==> src/rtl/pipe_stage_hs.sv <==
// Valid/ready pipeline stage with a 2-entry skid buffer, stall/flush control with selectable
// priority, and saturating stall/flush event counters.
module pipe_stage_hs #(
  parameter int unsigned       DATA_W           = 64,
  parameter logic [DATA_W-1:0] FLUSH_VAL        = '0,
  parameter bit                FLUSH_OVER_STALL = 1'b0,
  parameter int unsigned       CNT_W            = 16
) (
  input  logic              clk_i,
  input  logic              rst_i,
  input  logic              in_valid_i,
  output logic              in_ready_o,
  input  logic [DATA_W-1:0] in_data_i,
  output logic              out_valid_o,
  input  logic              out_ready_i,
  output logic [DATA_W-1:0] out_data_o,
  input  logic              stall_i,
  input  logic              flush_i,
  output logic [CNT_W-1:0]  stall_cnt_o,
  output logic [CNT_W-1:0]  flush_cnt_o
);

  logic              main_v_q, main_v_d;
  logic              skid_v_q, skid_v_d;
  logic [DATA_W-1:0] main_d_q, main_d_d;
  logic [DATA_W-1:0] skid_d_q, skid_d_d;
  logic [CNT_W-1:0]  stall_cnt_q, stall_cnt_d;
  logic [CNT_W-1:0]  flush_cnt_q, flush_cnt_d;

  logic stall_eff, flush_eff;
  logic in_fire, out_fire;

  always_comb begin
    if (FLUSH_OVER_STALL) begin
      flush_eff = flush_i;
      stall_eff = stall_i & ~flush_i;
    end else begin
      stall_eff = stall_i;
      flush_eff = flush_i & ~stall_i;
    end
  end

  // Ready depends only on local state, never on out_ready_i.
  assign in_ready_o = ~skid_v_q & ~stall_eff & rst_i;
  assign in_fire    = in_valid_i & in_ready_o;
  assign out_fire   = main_v_q & out_ready_i & ~stall_eff;

  always_comb begin
    main_v_d = main_v_q;
    main_d_d = main_d_q;
    skid_v_d = skid_v_q;
    skid_d_d = skid_d_q;
    if (flush_eff) begin
      main_v_d = 1'b0;
      skid_v_d = 1'b0;
      main_d_d = FLUSH_VAL;
    end else if (!stall_eff) begin
      if (!main_v_q) begin
        if (in_fire) begin
          main_v_d = 1'b1;
          main_d_d = in_data_i;
        end
      end else if (out_fire) begin
        if (skid_v_q) begin
          main_d_d = skid_d_q;
          skid_v_d = 1'b0;
        end else if (in_fire) begin
          main_d_d = in_data_i;
        end else begin
          main_v_d = 1'b0;
        end
      end else if (in_fire) begin
        skid_v_d = 1'b1;
        skid_d_d = in_data_i;
      end
    end
  end

  always_comb begin
    stall_cnt_d = stall_cnt_q;
    flush_cnt_d = flush_cnt_q;
    if (stall_eff && stall_cnt_q != {CNT_W{1'b1}}) stall_cnt_d = stall_cnt_q + CNT_W'(1);
    if (flush_eff && flush_cnt_q != {CNT_W{1'b1}}) flush_cnt_d = flush_cnt_q + CNT_W'(1);
  end

  always_ff @(posedge clk_i) begin
    if (!rst_i) begin
      main_v_q    <= 1'b0;
      skid_v_q    <= 1'b0;
      main_d_q    <= FLUSH_VAL;
      skid_d_q    <= FLUSH_VAL;
      stall_cnt_q <= '0;
      flush_cnt_q <= '0;
    end else begin
      main_v_q    <= main_v_d;
      skid_v_q    <= skid_v_d;
      main_d_q    <= main_d_d;
      skid_d_q    <= skid_d_d;
      stall_cnt_q <= stall_cnt_d;
      flush_cnt_q <= flush_cnt_d;
    end
  end

  assign out_valid_o = main_v_q;
  assign out_data_o  = main_d_q;
  assign stall_cnt_o = stall_cnt_q;
  assign flush_cnt_o = flush_cnt_q;

endmodule

==> config.mk <==
export PLATFORM = sky130hd
export DESIGN_NAME = pipe_stage_hs
export DESIGN_NICKNAME = d
export VERILOG_FILES = /design/src/rtl/pipe_stage_hs.sv
export SDC_FILE = /design/constraint.sdc
export NUM_CORES = 1
export LEC_CHECK = 0
export ABC_CLOCK_PERIOD_IN_PS = 3250
export CAP_MARGIN = 10
export CORE_MARGIN = 5
export CORE_UTILIZATION = 48
export DETAILED_ROUTE_END_ITERATION = 7
export GPL_TIMING_DRIVEN = 0
export PLACE_DENSITY = 0.78
export SKIP_LAST_GASP = 1
export SYNTH_ARGS = -nofsm -noshare
export SYNTH_HDL_FRONTEND = slang
export SYNTH_SLANG_ARGS = --single-unit
==> constraint.sdc <==
create_clock -name clk_i -period 3.25 [get_ports clk_i]
set_clock_uncertainty 0.1 [all_clocks]
set_input_delay 0.65 -clock clk_i [delete_from_list [all_inputs] [get_ports clk_i]]
set_output_delay 0.65 -clock clk_i [all_outputs]
set_load 0.05 [all_outputs]
Word-level counts from Yosys, hierarchy flattened
Cells that the tools add are included.

Bits in registers: 162. Input bits: 70. Logic and storage cells: 39. Output and inout port bits: 98.

$add $sub $neg: 2. Bitwise operators: 11. Equal/unequal tests: 3. Mux-type cells: 10. Reductions and logical operators: 7.

Operators with widths (number): 2-to-1 mux 64 bit (4); adder 16 x 1 -> 16 bit (second input constant) (2); != test 16 bit (second input constant) (2); bitwise AND 1 bit (6); 2-to-1 mux 1 bit (6); NOT 1 bit (5); AND reduction 5 bit (1); AND reduction 3 bit (1); logical AND 1 bit (2); != test 2 x 1 -> 1 bit (second input constant) (1); AND reduction 2 bit (1); nonzero test 2 bit (1); OR reduction 2 bit (1).

Depth between registers and ports, before layout
Gate-level depths: netlist of run 1.

Depth in word-level cells: 8. Depth in mapped cells: 7. Depth with buffers taken out: 5.

Least setup slack after synthesis of run 1
Ideal clock, no wire load.

Path type: input -> output. Start point: input rst_i. End point: output in_ready_o. Required time: 2.500 ns. Setup slack: 0.579 ns. Stages: 3. Arrival: 1.921 ns. Buffers on the path: 1. Path through: inv_1 > clkbuf_1 > nor3_1.

Word-level cells in the longest chain between the ends: 1.

RTL lines: start: declaration (RTL line 10) `input logic rst_i,`; bitwise AND 1 bit (RTL line 44) `assign in_ready_o = ~skid_v_q & ~stall_eff & rst_i;`; end: declaration (RTL line 12) `output logic in_ready_o,`.

Every way passes these cells.

Worst setup path in the final report of run 1
Ends and elaborated chain as after synthesis.

==> impl_summary.log, run 1 <==
INFO  metric status = finished, final reports clean
INFO  metric grt_pass1_vias = 6236
INFO  metric area_share_of_the_largest_cell_type_after_synthesis = 48.0%
INFO  metric number_of_synthesized_flops_with_an_enable_pin = 0
INFO  metric clkLatencyLatePin = 420 ps
INFO  metric post_layout_nonfiller_instances = 1226
INFO  metric ctsRootBufferMaster = sky130_fd_sc_hd__clkbuf_16
INFO  metric routed_wire_length_per_instance = 16.3 um
INFO  metric antenna-diode-count = 0
INFO  metric inserted_clock_buffers = 17
INFO  metric holdWs = 354 ps
INFO  metric finalCritPeriodShare = 94.2%
INFO  metric syn-mean-instance-area = 7.97 um^2
INFO  metric worst_ir_drop_vdd = 0.344 mV
INFO  metric power.density = 490 nW/um^2
INFO  metric wirelength = 20000 um
INFO  metric area.growth.synth_to_final = 36.9%
INFO  metric dr.pass1.iters = 5
INFO  metric detailedPlacementHpwl = 14000 um
INFO  metric clkPwrFrac = 44.2%
INFO  metric post_synth_inst_count = 848
INFO  metric ctsLongestPathBuffers = 2
INFO  metric max_freq = 0.327 GHz
INFO  metric cts_sinks = 162
INFO  metric min_to = skid_d_q[15]
INFO  metric post_route_cells_drive_above_1_share = 5.45%
INFO  metric timing.final.hold_violations = 0
INFO  metric yosys_warnings = 0
INFO  metric synthesis.nets = 920
INFO  metric die_footprint = 16600 um^2
INFO  metric worst-endpoint-arrival = 2310 ps
INFO  metric height_of_the_die = 129 um
INFO  metric worst_r2r_path_depth = 6
INFO  metric worstReg2RegStart = skid_v_q
INFO  metric synth.lib_cells_used.distinct = 40
INFO  metric critical_register_to_register_path_endpoint = out_data_o[5]
INFO  metric grt_remaining_overflow = 0
INFO  metric final_max_slew_viol_count = 0
INFO  metric placed_cells = 1195
INFO  metric antenna_violations_before_repair = 0
INFO  metric min_period = 3060 ps
INFO  metric worstSetupPathType = input pin to primary output
INFO  metric clk_slew_on_worst_s_h_paths = 60 ps
INFO  metric hold_path.class = flip-flop to flip-flop
INFO  metric r2r_slack = 960 ps
INFO  metric grt_use_total = 23.9%
INFO  metric detailed_route_via_count = 6902
INFO  metric setup_repair_after_global_routing_missed_its_margin = false
INFO  metric drc = 0
INFO  metric drv_cap = 0
INFO  metric slew_of_the_pin_with_the_lowest_slew_margin = 731 ps
INFO  metric internal_power = 3.40 mW
INFO  metric leakagePower = 3.08 nW
INFO  metric dr.first_iter.drc_count = 644
INFO  metric synth-main-ff-cell = sky130_fd_sc_hd__dfxtp_1
INFO  metric hold_path.startpoint = skid_d_q[15]
INFO  metric synth.yosys.seq_area_share = 48.0%
INFO  metric max-slew-margin-rel = 50.9%
INFO  metric io-pin-count = 168
INFO  metric combPwrFrac = 10.6%
INFO  metric dpl-instance-area = 8660 um^2
INFO  metric post_synth_main_area_contributors = sky130_fd_sc_hd__dfxtp_1 (48%), sky130_fd_sc_hd__nand2_1 (12%), sky130_fd_sc_hd__a311oi_1 (8.4%)
INFO  metric synth_top_cell_by_area = sky130_fd_sc_hd__dfxtp_1
INFO  metric tritoncts_clock_tree = built
INFO  metric postCtsSetupBuffers = 0
INFO  metric cp_data_required_time = 2500 ps
INFO  metric htree_levels = 4
INFO  metric postRouteAntennaNets = 0
INFO  metric ys_async_sr_fraction = 0%
INFO  metric switching_share = 24.9%
INFO  metric core_area = 13800 um^2
INFO  metric fraction_of_power_consumed_by_sequential_logic = 45.1%
INFO  metric placement.io_buffers = 167
INFO  metric final_cell_area = 9250 um^2
INFO  metric crit_path_start_kind = input pin
INFO  metric starting_density_of_the_core = 48.9%
INFO  metric cp-end-kind = primary output
INFO  metric pre_cts_slack = -374 ps
INFO  metric worstHoldPathCells = 2
INFO  metric holdBufCountCts = 0
INFO  metric nNetsFinal = 1105
INFO  metric utilization = 66.9%
INFO  metric synth_commonest_cells = sky130_fd_sc_hd__nand2_1 (211), sky130_fd_sc_hd__dfxtp_1 (162), sky130_fd_sc_hd__a21oi_1 (85), sky130_fd_sc_hd__nand3_1 (77), sky130_fd_sc_hd__nor2_1 (73)
INFO  metric grt_pass1_wl = 31700 um
INFO  metric setup_viol = 0
INFO  metric gp_congestion = 0.859
INFO  metric net-switching-power = 1.13 mW
INFO  metric fp-row-count = 43
INFO  metric nFillCells = 1183
INFO  metric synth-seq-cells = 162
INFO  metric worst-path-max-fanout = 11
INFO  metric setup_slack_after_layout = 188 ps
INFO  metric synth.most_common_cell = sky130_fd_sc_hd__nand2_1
INFO  metric die_x = 129 um
INFO  metric grt_max_degree = 17
INFO  metric viasPerCell = 5.63
INFO  metric synth.cell_area = 6760 um^2
==> sequential cells by signal, summed over array words and instances (netlist names) <==
signal	flops
out_data_o	64
stall_cnt_o	16
skid_v_q	1
flush_cnt_o	16
skid_d_q	64
out_valid_o	1
==> through the flow <==
stage          setup TNS, ps  total power [mW]
2_1_floorplan              0              2.35
3_3_place_gp            -425              2.57
3_5_place_dp            -374              2.57
4_1_cts                    0              4.55
5_1_grt                    0              4.69
6_report                   0              4.53
==> cell type report <==
cell class	count	area [um^2]	area share [%]
buffer	71	307	3.31
tap	180	225	2.43
multi-input combinational	609	3190	34.5
clock buffer	20	467	5.04
inverter	5	18.8	0.203
sequential	162	3240	35.1
clock inverter	12	131	1.42
timing repair buffer	167	1670	18.1
==> critical path: stages <==
cell and delay [ps]:
sky130_fd_sc_hd__clkdlybuf4s50_1 650, sky130_fd_sc_hd__inv_1 330, sky130_fd_sc_hd__nor3_1 260, sky130_fd_sc_hd__clkdlybuf4s15_2 410
==> logic make-up (layout without fill, tap and decap cells) <==
group	count (synthesis)	in the layout	share of synthesized area (%)
simple gates	420	420	27.8
compound gates	181	181	18.2
flops	162	162	48.0
buf+inv	77	275	4.87
xor+xnor	3	3	0.389
mux	3	3	0.444
fa+ha+maj	2	2	0.370
==> worst max path at each step <==
stage	cells past startpoint	startpoint	end	slack (ps)
final	4	rst_i	in_ready_o	190
after detailed placement	5	rst_i	in_ready_o	-370
after global placement	5	rst_i	in_ready_o	-430
after global routing	4	rst_i	in_ready_o	100
after floorplan	3	rst_i	in_ready_o	580
after CTS	5	rst_i	in_ready_o	50
==> repair_timing <==
action / CTS / global route
endpoints found under the setup margin: 1 / 1
endpoints found under the hold margin: 0 / 0
resized for setup: 4 / 0
==> power groups by stage <==
stage               registers, mW  logic, mW  clock network [mW]
floorplan                    2.21      0.137                   0
global placement             2.09      0.478                   0
detailed placement           2.09      0.480                   0
CTS                          2.05      0.483                2.02
global route                 2.05      0.511                2.13
finish                       2.05      0.482                2.00
==> cells in the final DEF (no fill, tap or decap), types with 4 or more instances in the layout <==
cell type	count
sky130_fd_sc_hd__nand3_1	77
sky130_fd_sc_hd__clkinv_2	4
sky130_fd_sc_hd__nor4_1	5
sky130_fd_sc_hd__dfxtp_1	162
sky130_fd_sc_hd__nand4_1	8
sky130_fd_sc_hd__o41ai_1	5
sky130_fd_sc_hd__clkbuf_1	48
sky130_fd_sc_hd__clkbuf_16	17
sky130_fd_sc_hd__or4_1	11
sky130_fd_sc_hd__nor3_1	6
sky130_fd_sc_hd__o31ai_1	9
sky130_fd_sc_hd__or3_1	9
sky130_fd_sc_hd__nand2_1	211
sky130_fd_sc_hd__nand2b_1	4
sky130_fd_sc_hd__a311oi_1	65
sky130_fd_sc_hd__buf_2	14
sky130_fd_sc_hd__clkinv_4	4
sky130_fd_sc_hd__a21oi_1	85
sky130_fd_sc_hd__inv_1	5
sky130_fd_sc_hd__nor2_1	73
sky130_fd_sc_hd__o21ai_0	11
sky130_fd_sc_hd__buf_4	6
sky130_fd_sc_hd__clkdlybuf4s50_1	166
==> per-layer routing <==
metal | wire, um | vias up | global-route usage [%]
met1 | 8810 | 3210 | 32.6
met5 | 0 | - | 0
met3 | 1280 | 40 | 5.11
met2 | 9330 | 251 | 36.9
met4 | 556 | 0 | 9.57
li1 | - | 3401 | -
Power figures use the tool's default switching activity.
==> inputs of run 2 (changes only) <==
--- a/config.mk
+++ b/config.mk
@@ -16,3 +16,4 @@
 export SYNTH_ARGS = -nofsm -noshare
 export SYNTH_HDL_FRONTEND = slang
 export SYNTH_SLANG_ARGS = --single-unit
+export TNS_END_PERCENT = 5
==> results of run 2 <==
Same layout as run 1: the final DEF is identical, and so are final timing and power.
